### config.mk
export PLATFORM = sky130hd
export DESIGN_NAME = bram_stream_reader
export DESIGN_NICKNAME = d
export VERILOG_FILES = /design/src/rtl/bram_stream_reader.sv
export SDC_FILE = /design/constraint.sdc
export NUM_CORES = 1
export LEC_CHECK = 0
export CAP_MARGIN = 20
export CELL_PAD_IN_SITES_DETAIL_PLACEMENT = 0
export CELL_PAD_IN_SITES_GLOBAL_PLACEMENT = 1
export CORE_ASPECT_RATIO = 0.9
export CORE_MARGIN = 2
export CORE_UTILIZATION = 38
export DETAILED_ROUTE_END_ITERATION = 7
export PLACE_DENSITY = 0.8
export SLEW_MARGIN = 20
export SYNTH_ARGS = -nofsm -noshare
export SYNTH_HDL_FRONTEND = slang
export SYNTH_SLANG_ARGS = --single-unit
### constraint.sdc
create_clock -name clk_i -period 3 [get_ports clk_i]
set_input_delay 0.3 -clock clk_i [delete_from_list [all_inputs] [get_ports clk_i]]
set_output_delay 0.3 -clock clk_i [all_outputs]
set_load 0.1 [all_outputs]
### src/rtl/bram_stream_reader.sv
// Sweeps a 2^HLEN-word BRAM and streams it out over valid/ready with a 2-entry skid buffer.
// Optional BITREV_OUT_EN: read addresses are the bit-reverse of the sweep index.
module bram_stream_reader #(
    parameter int DLEN = 32,
    parameter int HLEN = 9
) (
    input  logic            clk_i,
    input  logic            reset_i,
    input  logic            start_i,
    output logic            busy_o,
    output logic            done_o,
    output logic [HLEN-1:0] raddr_o,
    output logic            rd_en_o,
    input  logic [DLEN-1:0] rdata_i,
    output logic            m_valid_o,
    input  logic            m_ready_i,
    output logic [DLEN-1:0] m_data_o,
    output logic            m_last_o
);

    localparam logic [HLEN:0]   N_WORDS   = (HLEN+1)'(1) << HLEN;
    localparam logic [HLEN-1:0] LAST_BEAT = '1;

    typedef enum logic {IDLE, RUN} state_t;

    state_t          state_q, state_d;
    logic [HLEN:0]   k_q, k_d;
    logic [HLEN-1:0] b_q, b_d;
    logic [1:0]      cnt_q, cnt_d;
    logic            inflight_q, inflight_d;
    logic            done_q, done_d;
    logic [HLEN-1:0] raddr_q;
    logic [DLEN-1:0] fifo_q [2];
    logic            rd_ptr_q, wr_ptr_q;

    logic            pop, push, issue, last_pop;
    logic [2:0]      occ;
    logic [HLEN-1:0] addr_k;

    function automatic logic [HLEN-1:0] bitrev(input logic [HLEN-1:0] v);
        logic [HLEN-1:0] r;
        for (int i = 0; i < HLEN; i++) begin
            r[i] = v[HLEN-1-i];
        end
        return r;
    endfunction

`ifdef BITREV_OUT_EN
    assign addr_k = bitrev(k_q[HLEN-1:0]);
`else
    assign addr_k = k_q[HLEN-1:0];
`endif

    assign m_valid_o = (cnt_q != 2'd0);
    assign pop       = m_valid_o & m_ready_i;
    assign push      = inflight_q;
    assign occ       = {1'b0, cnt_q} + {2'b00, inflight_q};
    // Issue only if the word still fits after this cycle's pop: buffer + in flight never exceeds 2.
    assign issue     = (state_q == RUN) && (k_q < N_WORDS) && ((occ - {2'b00, pop}) < 3'd2);
    assign last_pop  = pop & (b_q == LAST_BEAT);

    always_comb begin
        state_d    = state_q;
        k_d        = k_q;
        b_d        = b_q;
        done_d     = 1'b0;
        inflight_d = issue;
        cnt_d      = cnt_q + {1'b0, push} - {1'b0, pop};
        case (state_q)
            IDLE: begin
                if (start_i) begin
                    state_d = RUN;
                    k_d     = '0;
                    b_d     = '0;
                end
            end
            RUN: begin
                if (issue) begin
                    k_d = k_q + 1'b1;
                end
                if (pop) begin
                    b_d = b_q + 1'b1;
                end
                if (last_pop) begin
                    state_d = IDLE;
                    done_d  = 1'b1;
                end
            end
            default: state_d = IDLE;
        endcase
    end

    always_ff @(posedge clk_i) begin
        if (reset_i) begin
            state_q    <= IDLE;
            k_q        <= '0;
            b_q        <= '0;
            cnt_q      <= '0;
            inflight_q <= 1'b0;
            done_q     <= 1'b0;
            raddr_q    <= '0;
            fifo_q[0]  <= '0;
            fifo_q[1]  <= '0;
            rd_ptr_q   <= 1'b0;
            wr_ptr_q   <= 1'b0;
        end else begin
            state_q    <= state_d;
            k_q        <= k_d;
            b_q        <= b_d;
            cnt_q      <= cnt_d;
            inflight_q <= inflight_d;
            done_q     <= done_d;
            if (issue) begin
                raddr_q <= addr_k;
            end
            if (push) begin
                fifo_q[wr_ptr_q] <= rdata_i;
                wr_ptr_q         <= ~wr_ptr_q;
            end
            if (pop) begin
                rd_ptr_q <= ~rd_ptr_q;
            end
        end
    end

    assign busy_o   = (state_q == RUN);
    assign done_o   = done_q;
    assign rd_en_o  = issue;
    assign raddr_o  = issue ? addr_k : raddr_q;
    assign m_data_o = fifo_q[rd_ptr_q];
    assign m_last_o = m_valid_o & (b_q == LAST_BEAT);

endmodule

==> results of run 1 <==
-- through the flow --
stage / worst slack (ns) / util, % / total power [mW] / hold slack (ns) / TNS (ns)
after floorplan: 0.0468 / - / 3.43 / 0.432 / 0
after global placement: -0.214 / 51.4 / 4.33 / 0.449 / -2.09
after detailed placement: -0.263 / 51.4 / 4.36 / 0.453 / -3.37
after CTS: -0.141 / 55.4 / 5.70 / 0.475 / -1.01
after global routing: -0.220 / 55.6 / 5.95 / 0.491 / -1.84
final: -0.130 / 55.6 / 5.73 / 0.478 / -0.990
-- repair_timing --
item / in CTS / in global routing
gates resized for setup: 10 / 3
pin swaps: 4 / 5
hold endpoints to repair: 0 / 0
setup buffers: 19 / 3
setup endpoints to repair: 10 / 16
cloned: 1 / 0
-- path summary, 6_finish.rpt --
kind	slack (ns)	to	cells past startpoint
max	-0.13	raddr_o[7]	9
min	0.48	b_q[6]	1
max reg2reg	0.10	b_q[1]	20
min reg2reg	0.48	b_q[6]	1
-- metal layers --
metal | wire [um] | global-route usage [%] | share of wire, % | vias to the layer above
li1 | - | - | - | 1420
met1 | 4320 | 20.9 | 46 | 1406
met2 | 4460 | 25.3 | 48 | 73
met3 | 413 | 3.86 | 4.4 | 10
met4 | 125 | 6.20 | 1.3 | 0
met5 | 0 | 0 | 0 | -
-- flip-flops by register name, summed over array words and instances (netlist names), named ones only --
register    count
fifo_q         64
b_q             9
busy_o          1
k_q            10
rd_ptr_q        1
done_o          1
raddr_q         9
wr_ptr_q        1
inflight_q      1
cnt_q           2
-- power by group --
| group | switching (mW) | internal [mW] | total (mW) | leakage, nW |
|---|---|---|---|---|
| clock network | 0.529 | 0.574 | 1.10 | 0.133 |
| registers | 0.0700 | 1.62 | 1.69 | 0.957 |
| logic | 1.78 | 1.15 | 2.94 | 1.38 |
| total | 2.38 | 3.35 | 5.73 | 2.47 |
-- layout by cell type, fill, tap and decap left out, types with 4 or more instances in the layout --
cell              n
nor2_1           12
mux2_4            7
or3_1             6
nor2b_4           7
buf_4            34
dfxtp_1          33
inv_1             8
nand3_1           6
clkbuf_16         9
clkdlybuf4s50_1  34
buf_12           42
and2_1           66
nor2b_1           5
mux2_2           34
o21ai_0           6
ha_1              4
edfxtp_1         64
nand2_1           7
nand4_1           4
a21oi_1           8
-- logic make-up after synthesis --
kind of cell | Yosys count | synth area share (%)
xor gates and xnor gates | 5 | 0.990
AOI/OAI and AO/OA | 30 | 4.78
buffers and inverters | 27 | 2.63
muxes | 43 | 11.5
adders and majority gates | 6 | 1.87
and+or+nand+nor | 130 | 18.5
DFF | 100 | 59.7
-- critical path, cell delays in order (launching register included) --
cell,delay [ns]
dfxtp_2,0.33
o21ai_2,0.14
inv_1,0.07
ha_1,0.27
inv_1,0.06
ha_2,0.17
fa_2,0.46
or3_4,0.45
mux2_4,0.35
buf_12,0.17
-- final cells by class --
| type | instances | area, um2 |
|---|---|---|
| inverter | 9 | 36.3 |
| clock inverter | 7 | 58.8 |
| timing repair buffer | 112 | 1460 |
| sequential | 100 | 2650 |
| clock buffer | 9 | 225 |
| fill | 970 | 5060 |
| multi-input combinational | 215 | 1710 |
| tap | 156 | 195 |
==> results.json, run 1 <==
{
  "status": "complete, but fails checks",
  "violations": "setup timing",
  "ys_seq_elements": 100,
  "min_path_type": "flop to flop",
  "fp.dieArea_mm2": 0.0125,
  "yosysUniqueCellTypes": 47,
  "drv_slew": 0,
  "cts.clk_slew.worst_paths_ns": 0.07,
  "cts_buffers": 9,
  "postSynthCellCount": 341,
  "slew_headroom_pct": 43.2,
  "ys_warn_count": 0,
  "synth.most_common_cell": "and2_1",
  "vias": 2909,
  "clkSinkCount": 100,
  "period_needed_ns": 3.13,
  "cts_root_buf": "clkbuf_16",
  "finalNetCount": 489,
  "finalSetupViolCount": 9,
  "hold_start": "b_q[6]",
  "max_freq_ghz": 0.319,
  "crit_type": "flop to output pin",
  "end_kind": "output pin",
  "num_io_pins": 82,
  "synth_nets": 383,
  "gr-total-overflow": 0,
  "io_buffers": 81,
  "cp.required_ns": 2.70,
  "async_reset_ff_share_pct": 0,
  "place.gp.congestion": 0.741,
  "drc_errors": 0,
  "drtPass1Iterations": 4,
  "period_share_pct": 104,
  "synth_largest_area_cell": "edfxtp_1",
  "grt_pass1_wl_um": 15500,
  "synth_ff_type": "edfxtp_1",
  "hold_violations": 0,
  "fp-row-count": 37,
  "reg2reg_from": "cnt_q[1]",
  "fin_area_mm2": 0.00633,
  "core_region_area_mm2": 0.0114,
  "die_y_um": 106,
  "critPathLaunch": "cnt_q[1]",
  "grt_util_all_layers_pct": 15.9,
  "antenna_found_initial": 0,
  "clockBufferDepth": 2,
  "htreeDepth": 3,
  "viasPerCell": 4.78,
  "yosys-top-cells-area": "edfxtp_1 (43%), dfxtp_1 (16%), and2_1 (9.3%), mux2_2 (8.1%), mux2_4 (2.4%)",
  "synth_enable_flop_cells": 64,
  "rsz0062_at_grt": "yes",
  "synth_top_cell_area_share_pct": 43.4,
  "worstPathArrival_ns": 2.83,
  "synth.avg_cell_area_um2": 13.0,
  "postRouteAntennaNets": 0,
  "instances_no_fill": 608,
  "area_growth_pct": 43.1,
  "dp_cells": 572,
  "finalWirelength_um": 9320,
  "ys_seq_area_share_pct": 59.7,
  "hpwlAfterDp_um": 5890,
  "hold_buffers": 0,
  "fin_ws_ns": -0.130,
  "path_max_fanout": 5,
  "power.leakage_nw": 2.47,
  "place_area_mm2": 0.00586,
  "clk_latency_ns": 0.34,
  "floorplan.initialDensity_pct": 38.8,
  "grt_pass1_vias": 3076,
  "synth.cell_area_mm2": 0.00442,
  "grt_max_degree": 33,
  "dieWidth_um": 118,
  "drt_iter0_markers": 120,
  "wl_per_cell_um": 15.3,
  "cap_violations": 0,
  "power_density_mw_per_mm2": 906,
  "vdd_drop_max_uv": 779,
  "antennaDiodeCount": 0,
  "drive_above_1_share_pct": 35.0,
  "fin_skew_ns": 0.00923,
  "crit_path_start_kind": "flop",
  "synth_common_cells": "and2_1 (66), edfxtp_1 (64), dfxtp_1 (36)",
  "cts_tree": "built",
  "tightest_slew_ns": 0.851
}
Power figures use the tool's default switching activity.
==> run 2, diff against run 1 <==
PLACE_DENSITY = 0.84   (was 0.8)
RECOVER_POWER = 50   (was not set)
==> results.json, run 2 (same netlist as run 1, synthesis figures left out) <==
{
  "cpMaxStageDelayCell": "fa_2",
  "clkSinkCount": 100,
  "cts_buffers": 9,
  "hpwlAfterDp_um": 5820,
  "max_freq_ghz": 0.324,
  "worstPathArrival_ns": 2.79,
  "period_share_pct": 103,
  "hold_path_end": "b_q[6]",
  "crit_type": "flop to output pin",
  "crit_chain": "o21ai_2 -> inv_1 -> ha_1 -> inv_1 -> ha_2 -> fa_2 -> or3_4 -> mux2_4 -> buf_12",
  "clk_latency_ns": 0.34,
  "drc_errors": 0,
  "drv_slew": 0,
  "core_region_area_mm2": 0.0114,
  "fin_tns_setup_ns": -0.607,
  "cap_violations": 0,
  "postRouteAntennaNets": 0,
  "crit_path_start_kind": "flop",
  "max_stage_delay_ns": 0.47,
  "vdd_drop_max_uv": 696,
  "largest-register": "fifo_q",
  "hold_violations": 0,
  "combPwrFrac_pct": 43.2,
  "io_buffers": 81,
  "violations": "setup timing",
  "clockBufferDepth": 2,
  "reg2reg_from": "cnt_q[0]",
  "cts_root_buf": "clkbuf_16",
  "switching_power_mw": 2.24,
  "fin_skew_ns": 0.00661,
  "hold_start": "b_q[6]",
  "cts_tree": "built",
  "rsz0062_at_grt": "yes",
  "r2r-end": "k_q[5]",
  "grt_pass1_wl_um": 14600,
  "floorplan.initialDensity_pct": 38.8,
  "place.gp.congestion": 0.748,
  "slew_headroom_pct": 16.2,
  "tightest_slew_ns": 1.26,
  "dp_slack_ns": -0.243,
  "reg2reg_depth": 11,
  "drive_above_1_share_pct": 31.3,
  "finalSetupViolCount": 9,
  "antenna_found_initial": 0,
  "area_growth_pct": 31.6,
  "largest_reg_flops": 64,
  "cp.required_ns": 2.70,
  "num_io_pins": 82,
  "htreeDepth": 3,
  "fin_ws_ns": -0.0853,
  "r2r_setup_slack_ns": 0.20,
  "power.leakage_nw": 2.26,
  "viasPerCell": 4.86,
  "grt_pass1_vias": 2941,
  "hold_depth": 1,
  "hold_buffers": 0,
  "path_buf_inv": 3,
  "status": "complete, but fails checks",
  "cpMostUsedCell": "inv_1",
  "antennaDiodeCount": 0,
  "power_frac_seq_pct": 32.9,
  "dieWidth_um": 118,
  "clockPowerShare_pct": 23.8,
  "drt_iter0_markers": 172,
  "min_path_type": "flop to flop",
  "fp.dieArea_mm2": 0.0125,
  "end_kind": "output pin",
  "period_needed_ns": 3.09,
  "crit_family": "adder cells",
  "power_density_mw_per_mm2": 907,
  "fp-row-count": 37,
  "gr-total-overflow": 0,
  "mostFrequentLayoutCell": "edfxtp_1",
  "finalNetCount": 475,
  "finalWirelength_um": 9070,
  "swShare_pct": 42.5,
  "p_int_mw": 3.04,
  "grt_max_degree": 33,
  "path_max_fanout": 5,
  "wl_per_cell_um": 15.3,
  "vias": 2884,
  "cts.clk_slew.worst_paths_ns": 0.07,
  "grt_util_all_layers_pct": 14.9,
  "reg_top3": "fifo_q x64, k_q x10",
  "final_cell_mix": "edfxtp_1 (64), buf_4 (45), and2_1 (40), mux2_2 (34)",
  "die_y_um": 106,
  "drtPass1Iterations": 4
}
run 2: final cells by class:
| type | instances | area [um2] |
|---|---|---|
| clock inverters | 7 | 98.8 |
| fillers | 1022 | 5560 |
| multi-input cells | 215 | 1700 |
| well taps | 156 | 195 |
| repair buffers | 98 | 927 |
| inverters | 9 | 33.8 |
| clock buffers | 9 | 225 |
| flip-flops and latches | 100 | 2650 |
run 2: layer usage:
metal  global-route usage (%)  vias to the layer above  part of all wire, %
li1                         -                     1387                    -
met2                     25.2                       60                   48
met5                        0                        -                    0
met1                     18.7                     1430                   46
met4                     4.65                        0                 0.93
met3                     4.08                        7                  4.2
run 2: worst max path at each step:
stage | depth (start not counted) | startpoint | endpoint | slack (ns)
after floorplan | 11 | cnt_q[1] | raddr_q[5] | 0.05
after global placement | 11 | m_ready_i | raddr_o[7] | -0.19
after detailed placement | 11 | m_ready_i | raddr_o[7] | -0.24
after CTS | 9 | cnt_q[0] | raddr_o[7] | -0.14
after global routing | 9 | cnt_q[0] | raddr_o[7] | -0.15
final | 9 | cnt_q[0] | raddr_o[7] | -0.09
run 2: metrics by stage:
stage               util [%]  power (mW)  instances  hold slack [ns]  cell area, um2
CTS                     51.2        5.30        592            0.477            5830
global route            51.1        5.46        594            0.500            5820
finish                  51.1        5.28        594            0.474            5820
global placement        48.1        3.93        574            0.458            5470
floorplan                  -        3.43        341            0.432            4420
detailed placement      48.1        3.96        574            0.462            5470
run 2: timing repair:
action	CTS	global route
buffers inserted	1	2
resized for setup	9	1
gates cloned	1	0
endpoints found under the setup margin	10	10
pin swaps	4	3
run 2: power by group through the flow:
stage | registers [mW] | logic, mW | clock network [mW]
after floorplan | 1.70 | 1.73 | 0
after global placement | 1.76 | 2.17 | 0
after detailed placement | 1.77 | 2.19 | 0
after CTS | 1.74 | 2.28 | 1.28
after global routing | 1.76 | 2.37 | 1.33
final | 1.74 | 2.28 | 1.26
==> run 3, diff against run 2 <==
CORE_UTILIZATION = 42   (was 38)
PLACE_DENSITY = 0.88   (was 0.84)
clock period = 3.28 ns   (was 3 ns; I/O delays follow)
==> results.json, run 3 (same netlist as run 1, synthesis figures left out) <==
{
  "status": "complete, but fails checks",
  "violations": "capacitance limit, slew limit",
  "fp-row-count": 35,
  "clkSinkCount": 100,
  "crit_path_start_kind": "primary input",
  "drv_slew": 32,
  "drt_iter0_markers": 121,
  "dp_cells": 542,
  "end_kind": "output pin",
  "dr_wl_met3_um": 450,
  "r2r_setup_slack_ns": 0.54,
  "vias": 2822,
  "num_io_pins": 82,
  "met1_length_um": 3890,
  "wl_per_cell_um": 15.4,
  "area_growth_pct": 29.0,
  "dieWidth_um": 112,
  "top_layer_used": "met4",
  "finalNetCount": 467,
  "endpoint": "raddr_o[5]",
  "die_y_um": 101,
  "cts.clk_slew.worst_paths_ns": 0.07,
  "critPathLaunch": "m_ready_i",
  "power.leakage_nw": 2.20,
  "core_region_area_mm2": 0.0102,
  "min_path_type": "flop to flop",
  "hpwlAfterDp_um": 5700,
  "reg2reg_from": "cnt_q[0]",
  "fin_skew_ns": 0.00638,
  "largest_reg_flops": 64,
  "drtPass1Iterations": 4,
  "period_share_pct": 97.7,
  "gr-total-overflow": 0,
  "cap_violations": 1,
  "totalPowerFinal_mw": 4.66,
  "floorplan.initialDensity_pct": 43.2,
  "mostFrequentLayoutCell": "edfxtp_1",
  "met2_length_um": 4220,
  "final_cell_mix": "edfxtp_1 (64), buf_4 (39), dfxtp_1 (36), clkdlybuf4s50_1 (36), mux2_2 (34)",
  "period_needed_ns": 3.20,
  "crit_type": "primary input to output pin",
  "reg_top3": "fifo_q x64, k_q x10",
  "grt_pass1_wl_um": 13600,
  "fp.dieArea_mm2": 0.0114,
  "cts_tree": "built",
  "max_freq_ghz": 0.312,
  "grt_util_all_layers_pct": 15.3,
  "tightest_slew_ns": 1.80,
  "viasPerCell": 5.05,
  "place.gp.congestion": 0.758,
  "reg2reg_depth": 10,
  "fin_tns_setup_ns": 0,
  "worstPathArrival_ns": 2.88,
  "cp.required_ns": 2.95,
  "slew_headroom_pct": -19.7,
  "htreeDepth": 3,
  "clk_latency_ns": 0.33,
  "vdd_drop_max_uv": 510,
  "hold_violations": 0,
  "power_density_mw_per_mm2": 816,
  "largest-register": "fifo_q",
  "io_buffers": 81,
  "drc_errors": 0,
  "cts_buffers": 9,
  "clockBufferDepth": 2,
  "finalWirelength_um": 8630,
  "antenna_found_initial": 0,
  "postRouteAntennaNets": 0,
  "antennaDiodeCount": 0,
  "drive_above_1_share_pct": 28.4,
  "r2r-end": "k_q[5]",
  "path_max_fanout": 5,
  "instances_no_fill": 559,
  "finalSetupViolCount": 0,
  "grt_max_degree": 33,
  "cts_root_buf": "clkbuf_16",
  "grt_pass1_vias": 2788
}
## run 3: cell count changes in the layout (fill, tap and decap cells not counted), sizes merged
cell,previous run,this run
bufinv,2,1
inv,11,12
dlygate4sd2,1,0
buf,56,49
clkbuf,16,13
clkdlybuf4s50,33,36
## run 3: final cells by class
type,count,area (um2)
sequential,100,2640
fill,874,4540
timing repair buffer,90,880
multi-input combinational,215,1690
clock buffer,9,225
inverter,9,33.8
clock inverter,7,72.6
tap,129,161
## run 3: what timing repair did
action,CTS,global route
setup endpoints to repair,9,9
gates cloned,0,1
hold buffers,0,0
setup buffers,0,0
pin swaps,1,1
resized for setup,3,4
## run 3: critical path, stage by stage
cell             delay [ns]
clkdlybuf4s50_1        0.46
o21ai_2                0.09
inv_1                  0.06
ha_1                   0.26
inv_1                  0.04
ha_1                   0.18
fa_2                   0.36
xnor2_2                0.17
or3_4                  0.41
mux2_4                 0.35
buf_12                 0.17
## run 3: worst min path at each step
stage                     depth (start not counted)   start     end
after floorplan                                   1  k_q[9]  k_q[9]
after global placement                            1  b_q[6]  b_q[6]
after detailed placement                          1  k_q[9]  k_q[9]
after CTS                                         1  b_q[6]  b_q[6]
after global routing                              1  b_q[6]  b_q[6]
final                                             1  b_q[6]  b_q[6]
## run 3: layer usage
metal	track usage, %	vias up
met4	3.66	0
met1	19.4	1361
met2	26.3	77
li1	-	1377
met5	0	-
met3	4.19	7
## run 3: report_power, final
| part | total [mW] | internal, mW | switching [mW] | leakage [nW] |
|---|---|---|---|---|
| combinational | 2.06 | 0.569 | 1.49 | 1.10 |
| sequential | 1.54 | 1.48 | 0.0557 | 0.956 |
| clock | 1.06 | 0.596 | 0.461 | 0.144 |
## run 3: per-stage QoR
| step | worst slack (ns) | cell area, um2 | utilization [%] | hold WS, ns |
|---|---|---|---|---|
| 3_5_place_dp | -0.0842 | 5410 | 52.8 | 0.463 |
| 4_1_cts | 0.0167 | 5700 | 55.7 | 0.482 |
| 3_3_place_gp | -0.0448 | 5410 | 52.8 | 0.460 |
| 2_1_floorplan | 0.0965 | 4420 | - | 0.432 |
| 6_report | 0.0751 | 5710 | 55.7 | 0.480 |
| 5_1_grt | -0.00802 | 5710 | 55.7 | 0.503 |
